==> src/rtl/dtc_pkg.sv <==
// Shared definitions for the decision-tree classifier (dtc) vote accumulator.
// Holds the tree output width, the FSM state type and the majority helper.
package dtc_pkg;

   localparam int unsigned DTC_CLASS_W   = 14;
   // Widest counter the majority helper accepts (WINDOW <= 255).
   localparam int unsigned DTC_MAX_CNT_W = 8;

   typedef enum logic {
      ACCUM = 1'b0,
      HOLD  = 1'b1
   } dtc_state_e;

   // Strict majority: 2*cnt > n, evaluated one bit wider so 2*cnt cannot wrap.
   function automatic logic maj_bit(input logic [DTC_MAX_CNT_W-1:0] cnt,
                                    input logic [DTC_MAX_CNT_W-1:0] n);
      logic [DTC_MAX_CNT_W:0] twice;
      twice = {cnt, 1'b0};
      return twice > {1'b0, n};
   endfunction

endpackage

==> src/rtl/dtc_bit_counter.sv <==
// Per-bit hit counter for one classifier output bit.
// cnt_upd is the value the counter takes at the next edge.
module dtc_bit_counter #(
   parameter int unsigned CNT_W = 4
) (
   input  logic             clk,
   input  logic             rst,
   input  logic             inc,
   input  logic             clr,
   output logic [CNT_W-1:0] cnt_upd
);

   logic [CNT_W-1:0] cnt_q;
   logic [CNT_W-1:0] cnt_d;

   always_comb begin
      cnt_d = cnt_q;
      if (clr) begin
         cnt_d = '0;
      end else if (inc) begin
         cnt_d = cnt_q + 1'b1;
      end
   end

   always_ff @(posedge clk) begin
      if (rst) begin
         cnt_q <= '0;
      end else begin
         cnt_q <= cnt_d;
      end
   end

   assign cnt_upd = cnt_d;

endmodule

==> src/rtl/dtc_vote_accum.sv <==
// Windowed strict-majority vote over per-sample classifier vectors.
// Accumulates up to WINDOW beats, then holds the registered result until taken.
module dtc_vote_accum
   import dtc_pkg::*;
#(
   parameter int unsigned WIDTH  = DTC_CLASS_W,
   parameter int unsigned WINDOW = 8,
   parameter int unsigned CNT_W  = $clog2(WINDOW + 1)
) (
   input  logic             clk,
   input  logic             rst,
   input  logic             in_valid,
   output logic             in_ready,
   input  logic [WIDTH-1:0] in_vec,
   input  logic             flush,
   output logic             out_valid,
   input  logic             out_ready,
   output logic [WIDTH-1:0] out_vec,
   output logic [CNT_W-1:0] out_count
);

   dtc_state_e       state_q, state_d;
   logic [CNT_W-1:0] n_q, n_d;
   logic [WIDTH-1:0] out_vec_q;
   logic [CNT_W-1:0] out_count_q;
   logic             accept;
   logic             clr;
   logic             close;
   logic [CNT_W-1:0] cnt_upd [WIDTH];
   logic [WIDTH-1:0] maj;

   assign in_ready  = (state_q == ACCUM);
   assign out_valid = (state_q == HOLD);
   assign accept    = in_valid && in_ready;
   assign clr       = out_valid && out_ready;

   always_comb begin
      n_d = n_q + CNT_W'(accept);
      if (clr) begin
         n_d = '0;
      end
   end

   // In ACCUM n_q < WINDOW, so n_d != 0 is exactly "n > 0 or accepting now".
   assign close = in_ready &&
                  ((accept && (n_d == CNT_W'(WINDOW))) || (flush && (n_d != '0)));

   for (genvar i = 0; i < WIDTH; i++) begin : g_bit
      dtc_bit_counter #(
         .CNT_W (CNT_W)
      ) u_cnt (
         .clk     (clk),
         .rst     (rst),
         .inc     (accept && in_vec[i]),
         .clr     (clr),
         .cnt_upd (cnt_upd[i])
      );
   end

   always_comb begin
      maj = '0;
      for (int i = 0; i < WIDTH; i++) begin
         maj[i] = maj_bit(DTC_MAX_CNT_W'(cnt_upd[i]), DTC_MAX_CNT_W'(n_d));
      end
   end

   always_comb begin
      state_d = state_q;
      unique case (state_q)
         ACCUM: if (close) state_d = HOLD;
         HOLD:  if (clr)   state_d = ACCUM;
         default: state_d = ACCUM;
      endcase
   end

   always_ff @(posedge clk) begin
      if (rst) begin
         state_q     <= ACCUM;
         n_q         <= '0;
         out_vec_q   <= '0;
         out_count_q <= '0;
      end else begin
         state_q <= state_d;
         n_q     <= n_d;
         if (close) begin
            out_vec_q   <= maj;
            out_count_q <= n_d;
         end
      end
   end

   assign out_vec   = out_vec_q;
   assign out_count = out_count_q;

endmodule

==> config.mk <==
export PLATFORM = sky130hd
export DESIGN_NAME = dtc_vote_accum
export DESIGN_NICKNAME = d
export VERILOG_FILES = /design/src/rtl/dtc_pkg.sv /design/src/rtl/dtc_bit_counter.sv /design/src/rtl/dtc_vote_accum.sv
export SDC_FILE = /design/constraint.sdc
export NUM_CORES = 1
export LEC_CHECK = 0
export CORE_MARGIN = 2
export CORE_UTILIZATION = 40
export DETAILED_ROUTE_END_ITERATION = 16
export SLEW_MARGIN = 10
export SYNTH_ARGS = -nofsm -noshare
export SYNTH_HDL_FRONTEND = slang
export SYNTH_HIERARCHICAL = 1
export SYNTH_SLANG_ARGS = --single-unit
==> constraint.sdc <==
create_clock -name clk -period 7.01 [get_ports clk]
set_clock_uncertainty 0.15 [all_clocks]
set_input_delay 0.701 -clock clk [delete_from_list [all_inputs] [get_ports clk]]
set_output_delay 0.701 -clock clk [all_outputs]
set_load 0.1 [all_outputs]
# [Word level (Yosys, flattened, before mapping)]
# Index checks and enable logic that the tools add are counted.
[totals] regBits=79 inputBits=19 output_inout_bits=20
[op_classes] n_mux=32 add_sub_neg=15 order_cmp=14 n_reduce_logical=21 bitwise=1 n_eq_ne=1
[op_table] op="two-way mux 4 bit" n=29
[op_table] op="greater-than comparator 5 x 4 -> 1 bit" n=14
[op_table] op="adder 4 x 1 -> 4 bit (second input constant)" n=14
[op_table] op="logical AND 1 bit" n=19
[op_table] op="adder 4 x 1 -> 4 bit" n=1
[op_table] op="== test 4 bit (second input constant)" n=1
[op_table] op="nonzero test 4 bit" n=1
[op_table] op="two-way mux 1 bit" n=2
[op_table] op="case mux 1 bit (2 select lines)" n=1
[op_table] op="logical OR 1 bit" n=1
[op_table] op="NOT 1 bit" n=1

# [Depth between registers and ports, before layout]
[logic_depth] depth_word=10 mapped_depth=12 mapped_depth_nobuf=10

# [Cells and area by module]
# The synthesis kept the hierarchy.
[by_module_without_submodules] module="dtc_bit_counter" seq_area_each_um2=80.1 instances=14 cells_per_inst=23 area_each_um2=227.7
[by_module_without_submodules] module="dtc_vote_accum" seq_area_each_um2=460.4 instances=1 cells_per_inst=219 area_each_um2=1983.2

# [Worst setup path after synthesis]
# Ideal clock, no wire load.
[synth_path] path_kind="register to register" from="register state_q (netlist: out_valid)" to="register out_vec_q[11] (netlist: out_vec[11])" arrival_ns=3.209 setup_time_ns=0.072 path_stages_with_launch=12 period_less_slack_ns=3.432 setup_slack_ns=3.578 n_path_buf=2 cell_sequence="dfxtp_1 -> buf_6 -> nor2b_1 -> clkbuf_1 -> ha_1 -> nand3_1 -> mux2i_2 -> ha_1 -> and3_1 -> a22oi_1 -> o21ai_0 -> mux2i_1"
[synth_between] elab_chain_cells=8 elab_cells_between_ends=15 classes_between="1 x add/sub; 1 x order compare; 1 x eq/ne; 3 x mux; 1 x bitwise; 8 x reduce/logical"
[synth_lines] item="start: declaration" line="dtc_vote_accum.sv:22" text="dtc_state_e state_q, state_d;"
[synth_lines] item="start signal: assignment" line="dtc_vote_accum.sv:83" text="state_q <= state_d;"
[synth_lines] item="parallel branches: the longest is 8 deep, another holds greater-than comparator 5 x 4 -> 1 bit"
[synth_lines] item="end signal: assignment" line="dtc_vote_accum.sv:86" text="out_vec_q <= maj;"
[synth_lines] item="end: declaration" line="dtc_vote_accum.sv:24" text="logic [WIDTH-1:0] out_vec_q;"
# Parallel ways; which one is timed is not known.
# A chain may end at the register's enable or synchronous reset.

# [Final worst setup path]
[layout_path] from="input port in_valid" to="register out_vec_q[10] (netlist: out_vec[10])"
[layout_between] elab_chain_cells=7 elab_cells_between_ends=13 classes_between="1 x add/sub; 1 x order compare; 1 x eq/ne; 3 x mux; 7 x reduce/logical"
[layout_lines] item="start: declaration" line="dtc_vote_accum.sv:12" text="input logic in_valid,"
[layout_lines] item="logical AND 1 bit *" line="dtc_vote_accum.sv:34" text="assign accept = in_valid && in_ready;"
[layout_lines] item="parallel branches: the longest is 6 deep, another holds greater-than comparator 5 x 4 -> 1 bit"
# Every way passes the cells marked *.

==> impl_metrics.toml <==
[sta]
finalCriticalPeriod_ps = 3460
maxSlewHeadroom = 0.348
worst_pin_slew_ps = 976
setup_violations = 0
fmax_mhz = 289
setup_tns_ps = 0
drv_slew = 0
rsz0062_at_grt = "false"
fin_crit_sh = 0.494
hold_viol = 0

[synth]
ys_warn_count = 6
synth_edf_count = 0
synth_top_family_by_area = "simple AND/OR/NAND/NOR gates"
synth_compound_area_frac = 0.120
ys_seq_area_frac = 0.306
synth_ff_type = "dfxtp_1"
synth_top_area_share = 0.306
syn_area_sq_mm = 0.00517
synthXorXnorAreaFrac = 0.0286
synth_top_area_cell = "dfxtp_1"
avgSynthCellArea_sq_um = 9.56
synthAdderAreaFrac = 0.140
yosys.area_share.simple = 0.230
synthArstFlopShare = 0
synthCells = 541
synth_most_common_cell = "dfxtp_1"
ys_ff_latch = 79
synth.area.top_cells = "dfxtp_1, ha_1, mux2_4"
synth.area.mux_share = 0.147
yosysUniqueCellTypes = 35
yosys-top-cells-count = "dfxtp_1, ha_1, nor2_1"
synth_nets = 618

[clock_network]
cts_hold_buf = 0
clk_latency_ps = 350
clkTransAtPathRegs_ps = 60
clockBufferDepth = 2
numCtsBuffers = 9
ctsRootBufferMaster = "clkbuf_16"
post_cts_buffers = 0
cts_max_level = 3
cts_tree = "yes"
cts_sinks = 79
cts.repair.resized = 0

[finish]
syn2layout_area_growth_pct = 16.1
antenna_cells = 0
layout-drive-gt1-share = 0.147
fillCellCount = 1214
nNetsFinal = 650

[global_route]
use_met2 = 0.278
grt_max_degree = 81
grt_pass1_vias = 3950
met1_usage = 0.208
overflow = 0
grt_pass1_wl_mm = 18.7
antenna_found_initial = 0
busiest_layer = "met2"
grtUsageMet3 = 0.0446
gr-usage-all-layers = 0.166

[routing]
detail_route.wl_per_cell_um = 14.8
drcViolationCount = 0
drtAntennaViolNets = 0
drt-vias-per-instance = 5.42
wirelength_mm = 11.1
vias = 4063
first_iter_violations = 194
firstDrtPassIters = 4

[status]
status = "finished, final reports clean"

[setup_path]
r2r_start = "out_valid"
endpoint = "out_vec[10]"
crit_arrival_ps = 3580
critical_path_required_ps = 7130
r2r-end = "out_vec[2]"
worstSetupStartpointType = "input pin"
criticalPathCategory = "in2reg"
startpoint = "in_valid"
r2r_cells = 10
cp_max_fo = 10
cp-end-kind = "flop"
r2r_slack_ps = 3920

[floorplan]
rows = 41
fp.coreArea_sq_mm = 0.0126
io_pins = 39
dieWidth_um = 118
start_util = 0.410
dieArea_sq_mm = 0.0139
die_h_um = 118

[pwr]
power.static_leakage_nw = 2.45
pwr-share-clk = 0.326
fin_total_pwr_w = 0.00161
p_sw_frac = 0.364
internal_power_w = 0.00102
ir_drop_mv = 0.111
comb_power_share = 0.352
power_frac_seq = 0.322
power_density_mw_per_mm2 = 268
p_sw_w = 0.000587

[placed_design]
io_buffers = 38
dp_hpwl_mm = 7.36
gp_congestion = 0.708

[run]
drv_cap = 0

[min_path]
holdCritPathClass = "reg2reg"
==> critical path, cell delays in order <==
cell and delay, ps:
clkdlybuf4s50_1 530, nor2b_1 220, ha_1 210, nand3_1 140
mux2i_2 530, a311o_1 680, buf_4 360, mux2i_1 200
==> area by class of cell <==
cell class | instances | area (sq um) | share of cell area
Timing Repair Buffer | 44 | 420 | 0.0700
Clock inverter | 3 | 65.1 | 0.0108
Multi-Input combinational cell | 436 | 3440 | 0.573
Clock buffer | 12 | 267 | 0.0444
Sequential cell | 79 | 1580 | 0.263
Inverter | 3 | 12.5 | 0.00208
Tap cell | 172 | 215 | 0.0358
==> registers in the layout (all words and copies together) (netlist names) <==
| name | cells |
|---|---|
| out_count | 4 |
| g_bit.u_cnt/cnt_q | 56 |
| out_valid | 1 |
| out_vec | 14 |
| n_q | 4 |
==> logic make-up (layout without fill, tap and decap cells) <==
family	Yosys count	after routing
buffers and inverters	26	62
muxes	60	60
and+or+nand+nor	210	210
DFF	79	79
AOI/OAI and AO/OA	92	92
adders and majority gates	58	58
xor gates and xnor gates	16	16
==> layer usage <==
metal	routed length [um]	share of wire
met5	0	0
met4	181	0.016
met3	372	0.034
met2	5060	0.46
met1	5440	0.49
==> layout by cell type, fill, tap and decap left out, types with 15 or more instances in the layout <==
cell type        synthesis  layout
dfxtp_1                 79      79
ha_1                    58      58
nor2_1                  47      47
nor3_1                  42      42
clkdlybuf4s50_1          0      37
mux2_4                  31      31
a21oi_1                 30      30
mux2i_1                 28      28
nor2b_1                 18      18
nand2_1                 16      16
nand3_1                 15      15
a21bo_2                 15      15
==> metrics by stage <==
stage	hold WS (ps)	cell area, sq um	setup slack, ps	std cells	utilization
2_1_floorplan	382	5170	3580	541	-
3_3_place_gp	305	5670	3250	734	0.450
3_5_place_dp	309	5670	3240	734	0.450
4_1_cts	317	6000	3590	749	0.476
5_1_grt	339	6000	3300	749	0.476
6_report	315	6000	3550	749	0.476
==> power groups by stage <==
stage | clock network, W | registers [W] | logic (W)
finish | 0.000525 | 0.000520 | 0.000567
floorplan | 0 | 0.000639 | 0.000341
global placement | 0 | 0.000528 | 0.000551
CTS | 0.000540 | 0.000520 | 0.000571
detailed placement | 0 | 0.000529 | 0.000570
global route | 0.000558 | 0.000524 | 0.000624
==> worst min-delay path by stage <==
stage	from	end	slack (ps)	depth (start not counted)
global placement	out_vec[11]	out_vec[11]	310	2
finish	out_vec[9]	out_vec[9]	320	2
global route	out_vec[9]	out_vec[9]	340	2
floorplan	g_bit[0].u_cnt/cnt_q[2]	g_bit[0].u_cnt/cnt_q[2]	380	2
CTS	out_vec[9]	out_vec[9]	320	2
detailed placement	out_vec[9]	out_vec[9]	310	2
(Power assumes the default switching activity.)
